File: src/rtl/dest_demux.sv
// dest_demux: 2-entry skid buffer routing arbiter words to four purple FIFOs by destination.
// Optional per-destination push counters cnt0..cnt3 are built when DEMUX_COUNTERS_EN is defined.
module dest_demux #(
    parameter int BW = 6
) (
    input  logic          clk,
    input  logic          reset_L,
    input  logic [3:0]    state,
    input  logic          push_in,
    input  logic [BW-1:0] data_in,
    input  logic          almost_full0,
    input  logic          almost_full1,
    input  logic          almost_full2,
    input  logic          almost_full3,
    output logic          stall,
    output logic          push0,
    output logic          push1,
    output logic          push2,
    output logic          push3,
    output logic [BW-1:0] data_out,
    output logic          buf_empty,
`ifdef DEMUX_COUNTERS_EN
    output logic [4:0]    cnt0,
    output logic [4:0]    cnt1,
    output logic [4:0]    cnt2,
    output logic [4:0]    cnt3,
`endif
    output logic          overflow
);

    localparam logic [3:0] ST_RESET  = 4'b0001;
    localparam logic [3:0] ST_INIT   = 4'b0010;
    localparam logic [3:0] ST_IDLE   = 4'b0100;
    localparam logic [3:0] ST_ACTIVE = 4'b1000;

    logic [BW-1:0] mem [2];
    logic          wr_ptr;
    logic          rd_ptr;
    logic [1:0]    count;
    logic [BW-1:0] head;
    logic [1:0]    dest;
    logic [3:0]    af;
    logic [3:0]    push_vec;
    logic [3:0]    push_q;
    logic          flush;
    logic          dispatch;
    logic          enqueue;
    logic          drop;

    assign af   = {almost_full3, almost_full2, almost_full1, almost_full0};
    assign head = mem[rd_ptr];
    assign dest = head[BW-1:BW-2];

    always_comb begin
        flush    = (state == ST_RESET);
        dispatch = (count != 2'd0) && (state == ST_ACTIVE) && !af[dest];
        // A pop on the same edge frees a slot for the incoming word
        enqueue  = push_in && !flush && ((count != 2'd2) || dispatch);
        drop     = push_in && !flush && (count == 2'd2) && !dispatch;
        push_vec = 4'b0000;
        if (dispatch) begin
            push_vec[dest] = 1'b1;
        end
    end

    always_ff @(posedge clk) begin
        if (enqueue) begin
            mem[wr_ptr] <= data_in;
        end
    end

    always_ff @(posedge clk or negedge reset_L) begin
        if (!reset_L) begin
            count    <= 2'd0;
            wr_ptr   <= 1'b0;
            rd_ptr   <= 1'b0;
            push_q   <= 4'b0000;
            data_out <= '0;
            overflow <= 1'b0;
        end else if (flush) begin
            count  <= 2'd0;
            wr_ptr <= 1'b0;
            rd_ptr <= 1'b0;
            push_q <= 4'b0000;
        end else begin
            push_q <= push_vec;
            if (dispatch) begin
                data_out <= head;
                rd_ptr   <= ~rd_ptr;
            end
            if (enqueue) begin
                wr_ptr <= ~wr_ptr;
            end
            count <= count + {1'b0, enqueue} - {1'b0, dispatch};
            if (drop) begin
                overflow <= 1'b1;
            end
        end
    end

    assign push0     = push_q[0];
    assign push1     = push_q[1];
    assign push2     = push_q[2];
    assign push3     = push_q[3];
    assign stall     = (count == 2'd2);
    assign buf_empty = (count == 2'd0);

`ifdef DEMUX_COUNTERS_EN
    logic [4:0] cnt [4];

    // Counts cycles with each registered push strobe high; wraps naturally
    always_ff @(posedge clk or negedge reset_L) begin
        if (!reset_L) begin
            for (int k = 0; k < 4; k++) begin
                cnt[k] <= 5'd0;
            end
        end else if (flush) begin
            for (int k = 0; k < 4; k++) begin
                cnt[k] <= 5'd0;
            end
        end else begin
            for (int k = 0; k < 4; k++) begin
                if (push_q[k]) begin
                    cnt[k] <= cnt[k] + 5'd1;
                end
            end
        end
    end

    assign cnt0 = cnt[0];
    assign cnt1 = cnt[1];
    assign cnt2 = cnt[2];
    assign cnt3 = cnt[3];
`endif

endmodule

File: config.mk
export PLATFORM = sky130hd
export DESIGN_NAME = dest_demux
export DESIGN_NICKNAME = d
export VERILOG_FILES = /design/src/rtl/dest_demux.sv
export SDC_FILE = /design/constraint.sdc
export NUM_CORES = 1
export LEC_CHECK = 0
export CAP_MARGIN = 0
export CORE_MARGIN = 3
export CORE_UTILIZATION = 45
export CTS_CLUSTER_SIZE = 30
export DETAILED_ROUTE_END_ITERATION = 16
export PLACE_DENSITY_LB_ADDON = 0.1
export RECOVER_POWER = 50
export SYNTH_ARGS = -nofsm -noshare
export SYNTH_HDL_FRONTEND = slang
export SYNTH_SLANG_ARGS = --single-unit
File: constraint.sdc
create_clock -name clk -period 3.35 [get_ports clk]
set_input_delay 1.005 -clock clk [delete_from_list [all_inputs] [get_ports clk]]
set_output_delay 1.005 -clock clk [all_outputs]
set_load 0.02 [all_outputs]
# ---- Yosys cells after proc, flatten, opt, wreduce, memory -nomap -nowiden
# Memory sizes are Yosys's and may differ from the RTL's.
# Cells that the tools add are included.
dict set report op_classes {
  add_sub_neg 2
  magnitude_cmp 2
  eq_ne 4
  muxes 13
  n_bitwise 3
  reduce_logical 17
}
# cell n
set op_table {}
lappend op_table {{2-to-1 mux 1 bit} 8}
lappend op_table {{2-to-1 mux 4 bit} 2}
lappend op_table {{logical AND 1 bit} 7}
lappend op_table {{nonzero test 2 bit} 3}
lappend op_table {{== test 4 x 1 -> 1 bit, second input constant} 1}
lappend op_table {{== test 4 bit, second input constant} 1}
lappend op_table {{AND reduction 2 bit} 2}
lappend op_table {{logical NOT 1 bit} 3}
lappend op_table {{< comparator 2 x 3 -> 1 bit, second input constant} 1}
lappend op_table {{NOT 1 bit} 3}
lappend op_table {{adder 2 x 1 -> 2 bit} 1}
lappend op_table {{binary-select mux 1 bit (select 2 bit)} 1}
lappend op_table {{demux 1 bit (select 2 bit)} 1}
lappend op_table {{== test 2 bit, second input constant} 1}
lappend op_table {{>= comparator 2 x 1 -> 1 bit, second input constant} 1}
lappend op_table {{logical NOT 2 bit} 1}
lappend op_table {{2-to-1 mux 2 bit} 1}
lappend op_table {{inequality test 2 bit, second input constant} 1}
lappend op_table {{subtractor 2 x 1 -> 2 bit} 1}
lappend op_table {{logical OR 1 bit} 1}
dict set report word_totals {
  reg_bits 15
  ram_bits 12
  output_inout_bits 13
  mem_count 1
}
# name depth width rd rd_ports_with_merged_regs write_ports line_no
set mem_list {}
lappend mem_list {mem 2 6 1 0 1 36} ;# logic [BW-1:0] mem [2];

# ---- Depth between registers and ports, before layout
# An unclocked memory read counts as a cell.
dict set report depth {
  depth_word 10
  mapped_depth 10
}

# ---- Worst setup path after synthesis
# OpenSTA, ideal clock, no wires.
dict set report synth_timing {
  path_type {input port to flip-flop}
  from {in almost_full2}
  to {mem mem[0][0] (enable)}
  t_arrival_ps 2401
  required_time_ps 2971
  slack_ps 570
  stages 6
  n_path_buf 1
  path_cell_list {and4b_1 a31oi_1 nand3_1 or2_2 buf_6 a211oi_1}
}
dict set report synth_between {
  elab_chain_len 8
}
# element line_no
set synth_rtl {}
lappend synth_rtl {{start, declared} 13} ;# input logic almost_full2,
lappend synth_rtl {{binary-select mux 1 bit (select 2 bit)} 56} ;# dispatch = (count != 2'd0) && (state == ST_ACTIVE) && !af[dest];
lappend synth_rtl {{2-to-1 mux 1 bit (implied by the code)} 56}
lappend synth_rtl {{logical NOT 1 bit} 56}
lappend synth_rtl {{logical AND 1 bit} 56}
lappend synth_rtl {{logical OR 1 bit} 58} ;# enqueue = push_in && !flush && ((count != 2'd2) || dispatch);
lappend synth_rtl {{logical AND 1 bit} 58}
lappend synth_rtl {{2-to-1 mux 1 bit} 67} ;# if (enqueue) begin
lappend synth_rtl {{2-to-1 mux 1 bit (implied by the code)} 68} ;# mem[wr_ptr] <= data_in;
lappend synth_rtl {{end, declared} 36}
# No other way between the ends. The select of a mux whose other input is x is not followed.

# ---- Final worst setup path
dict set report layout_timing {
  from {in state[0]}
  to {reg count[1]}
}
dict set report layout_between {
  elab_chain_len 8
  word_cells_on_any_way 11
  classes_between {add/sub (2); eq/ne (2); mux (1); reduce/logical (6)}
}
# element line_no
set layout_rtl {}
lappend layout_rtl {{start, declared} 8} ;# input logic [3:0] state,
lappend layout_rtl {{== test 4 bit} 56}
lappend layout_rtl {{logical AND 1 bit (2 in a row)} 56}
lappend layout_rtl {{logical OR 1 bit} 58}
lappend layout_rtl {{logical AND 1 bit} 58}
lappend layout_rtl {{adder 2 x 1 -> 2 bit} 94} ;# count <= count + {1'b0, enqueue} - {1'b0, dispatch};
lappend layout_rtl {{subtractor 2 x 1 -> 2 bit} 94}
lappend layout_rtl {{2-to-1 mux 2 bit (*)} 80} ;# end else if (flush) begin
lappend layout_rtl {{end signal, assigned} 94}
lappend layout_rtl {{end, declared} 39} ;# logic [1:0] count;
# Every way passes the cells marked *; elsewhere a longest branch is shown, timed or not.
# A chain may end at the register's enable or synchronous reset.

==> summary.md <==
| Metric | Value |
|---|---|
| CP endpoint kind | `flip-flop` |
| Final Core Density | `0.6226` |
| CTS H-tree lvls | `1` |
| FF+latch count, synth | `27` |
| Worst setup SP type | `input port` |
| Core Rows | `18` |
| Hold depth | `1` |
| Clock slew at reported path FFs | `0.14 ns` |
| Synth top area cells | `dfrtp_1 31%, edfxtp_1 30%, o21ai_0 5.4%` |
| DRT Pass-1 Iters | `4` |
| Worst Path Buf+Inv | `1` |
| Worst R2R Setup Slack | `0.81 ns` |
| CTS buffer count | `3` |
| Total negative slack | `0 ns` |
| RSZ-0062 raised after global routing | `false` |
| Starting Density | `0.4800` |
| Worst Hold Class | `reg -> reg` |
| Reg2Reg Capture Point | `count[1]$_DFF_PN0_` |
| Fin crit share | `0.9031` |
| Crit-path cells | `dlygate4sd3_1 -> nand2b_1 -> nor4_1 -> nand3_1 -> or2_2 -> mux2_2 -> ha_1 -> xor2_1 -> o311ai_0 -> o31ai_1` |
| Clk_skew | `0.003645 ns` |
| Vias in the first global route | `905` |
| Pwr dens | `700.8 nW/µm²` |
| Static leakage | `0.6215 nW` |
| Clock Sinks | `27` |
| CP Class | `in -> reg` |
| Post-route antenna net violation count | `0` |
| CP max FO | `2` |
| Post-layout min period | `3.025 ns` |
| Post-Place Cell Area | `1530 µm²` |
| Nets | `150` |
| Synth area leader | `dfrtp_1` |
| Placed wire-length estimate | `1.660 mm` |
| Total chip power | `1.091 mW` |
| Initial antenna violation count | `0` |
| Final Hold Fails | `0` |
| Most frequent cells in the layout | `17 x clkdlybuf4s50_1, 15 x dfrtp_1, 13 x o21ai_0` |
| Relative slew slack | `0.5582` |
| Slowest-stage cell, CP | `dlygate4sd3_1` |
| Syn Nets | `115` |
| Final Slew Violations | `0` |
| Largest net degree at the start of global routing | `17` |
| Hold_buf cts | `0` |
| Arrival time worst endpoint | `3.26 ns` |
| Clk Latency, worst-skew pair | `0.32 ns` |
| Max Cap Viol | `0` |
| CTS Buffer Depth | `2` |
| Worst Path Required | `3.58 ns` |
| WL/cell | `14.11 µm` |
| Via count | `898` |
| Detailed-route DRC error count | `0` |
| Layout cells sized above 1 | `0.1069` |
| Reg-to-reg critical path startpoint | `rd_ptr$_DFFE_PN0P_` |
| Detailed Route WL | `2.271 mm` |
| Placer Congestion | `0.7677` |
| CP startpoint | `state[0]` |
| Clk Tree Root Cell | `clkbuf_4` |
| Antenna cells | `0` |
| DRT iter0 DRCs | `34` |
| Hold endpoint | `overflow$_DFFE_PN0P_` |
| PostCTS Resize Cnt | `0` |
| Design Area, Final | `1556 µm²` |
| Top Ports | `30` |
| Syn-to-layout area delta | `29.72%` |
| Chip Width | `57.64 µm` |
| CTS tree | `built` |
| Setup violations, final | `0` |
| Port Buffers | `29` |
| Synthesis Warnings | `0` |
| Peak supply drop | `420.0 µV` |
| Register area share after synthesis | `0.6131` |
| Most common cell after layout, fill and taps aside | `clkdlybuf4s50_1` |
| Tot GR Track Use | `0.1496` |
| Post-CTS Setup Repair Bufs | `0` |
| CP peak stage delay | `0.54 ns` |
| Cells after Synth | `97` |
| CORE AREA | `2500 µm²` |
| Peak Freq | `0.3305 GHz` |
| Via/cell ratio | `5.578` |
| First-pass GRT wire length | `3.864 mm` |
| Grt total ovfl | `0` |
| Status | `finished, final reports clean` |
| Post-Syn Area | `1200 µm²` |
| Dpl ws | `0.09509 ns` |
| Area share of the largest cell type after synthesis | `0.3128` |
| Die area | `3322 µm²` |
| Depth of the worst register-to-register path | `8` |
| Synth unique cells | `35` |
| Min-delay src | `overflow$_DFFE_PN0P_` |
| Tightest Pin Transition | `0.6605 ns` |
| Die height | `57.64 µm` |
| Syn_area_per_cell | `12.37 µm²` |
| Top delay family on crit path | `simple AND/OR/NAND/NOR gates` |
| Worst setup margin | `0.3246 ns` |
==> worst reg2reg max path: cells and delay by family (launching register included) <==
kind,cells,cell delay [ns]
adder cells (fa/ha/maj),1,0.19
XOR/XNOR,1,0.16
flip-flops,1,0.68
multiplexers,2,0.65
AND/OR/NAND/NOR,1,0.31
AO/OA/AOI/OAI,3,0.46
==> synth_stat cells <==
master,n
dfrtp_1,15
o21ai_0,13
edfxtp_1,12
nand2_1,5
mux2i_1,4
nor2_1,4
a21oi_1,3
and2_1,3
and3_1,3
buf_6,3
nor3_1,3
mux2_2,2
nand2b_1,2
nand3_1,2
nor2b_1,2
nor3b_1,2
a211oi_1,1
a21boi_0,1
a31o_2,1
a31oi_1,1
and4b_1,1
buf_2,1
clkbuf_1,1
ha_1,1
inv_1,1
mux2_4,1
nor4_1,1
o211ai_1,1
o22a_1,1
o311ai_0,1
o31ai_1,1
or2_2,1
or4_1,1
or4b_1,1
xor2_1,1
==> sequential cells by signal, indices dropped and copies added (netlist names) <==
name / cells
wr_ptr: 1
rd_ptr: 1
data_out: 6
overflow: 1
mem: 12
count: 2
push_q: 4
==> cells by family after synthesis <==
| group | after synthesis | synth area share |
|---|---|---|
| fa+ha+maj | 1 | 0.01043 |
| mux | 7 | 0.06465 |
| simple gates | 31 | 0.1470 |
| buf+inv | 6 | 0.03857 |
| flops | 27 | 0.6131 |
| compound gates | 24 | 0.1189 |
| xor+xnor | 1 | 0.007301 |
==> worst max-delay path by stage <==
stage / slack [ns] / to / depth (start not counted)
floorplan: 0.57 / mem[0][0]$_DFFE_PP_ / 6
global placement: 0.18 / count[1]$_DFF_PN0_ / 10
detailed placement: 0.1 / count[1]$_DFF_PN0_ / 10
CTS: 0.44 / count[1]$_DFF_PN0_ / 10
global route: 0.18 / count[1]$_DFF_PN0_ / 10
finish: 0.32 / count[1]$_DFF_PN0_ / 10
==> area by class of cell <==
type	instances	area, µm²
clock buffer	3	22.52
sequential	27	735.7
clock inverter	1	7.507
tap	30	37.54
fill	208	943.4
timing repair buffer	35	331.6
inverter	1	3.754
multi-input combinational	64	417.9
==> layer usage <==
metal | wire (µm) | up-vias | part of all wire | GRT usage
met5 | 0 | - | 0 | 0
met4 | 19 | 0 | 0.0084 | 0.03974
met3 | 161 | 2 | 0.071 | 0.03563
met2 | 1152 | 27 | 0.51 | 0.2774
met1 | 938 | 436 | 0.41 | 0.1711
li1 | - | 433 | - | -
==> power by group <==
group / total (mW) / internal, mW / switching [mW]
logic: 0.434 / 0.217 / 0.217
registers: 0.517 / 0.443 / 0.0739
clock network: 0.140 / 0.0455 / 0.0943
total: 1.09 / 0.706 / 0.385
==> stage by stage <==
step / hold WS, ns / std cells
after floorplan: 0.5049 / 97
after global placement: 0.4496 / 157
after detailed placement: 0.4564 / 157
after CTS: 0.4895 / 161
after global routing: 0.5135 / 161
final: 0.4818 / 161
Power figures use the tool's default switching activity.
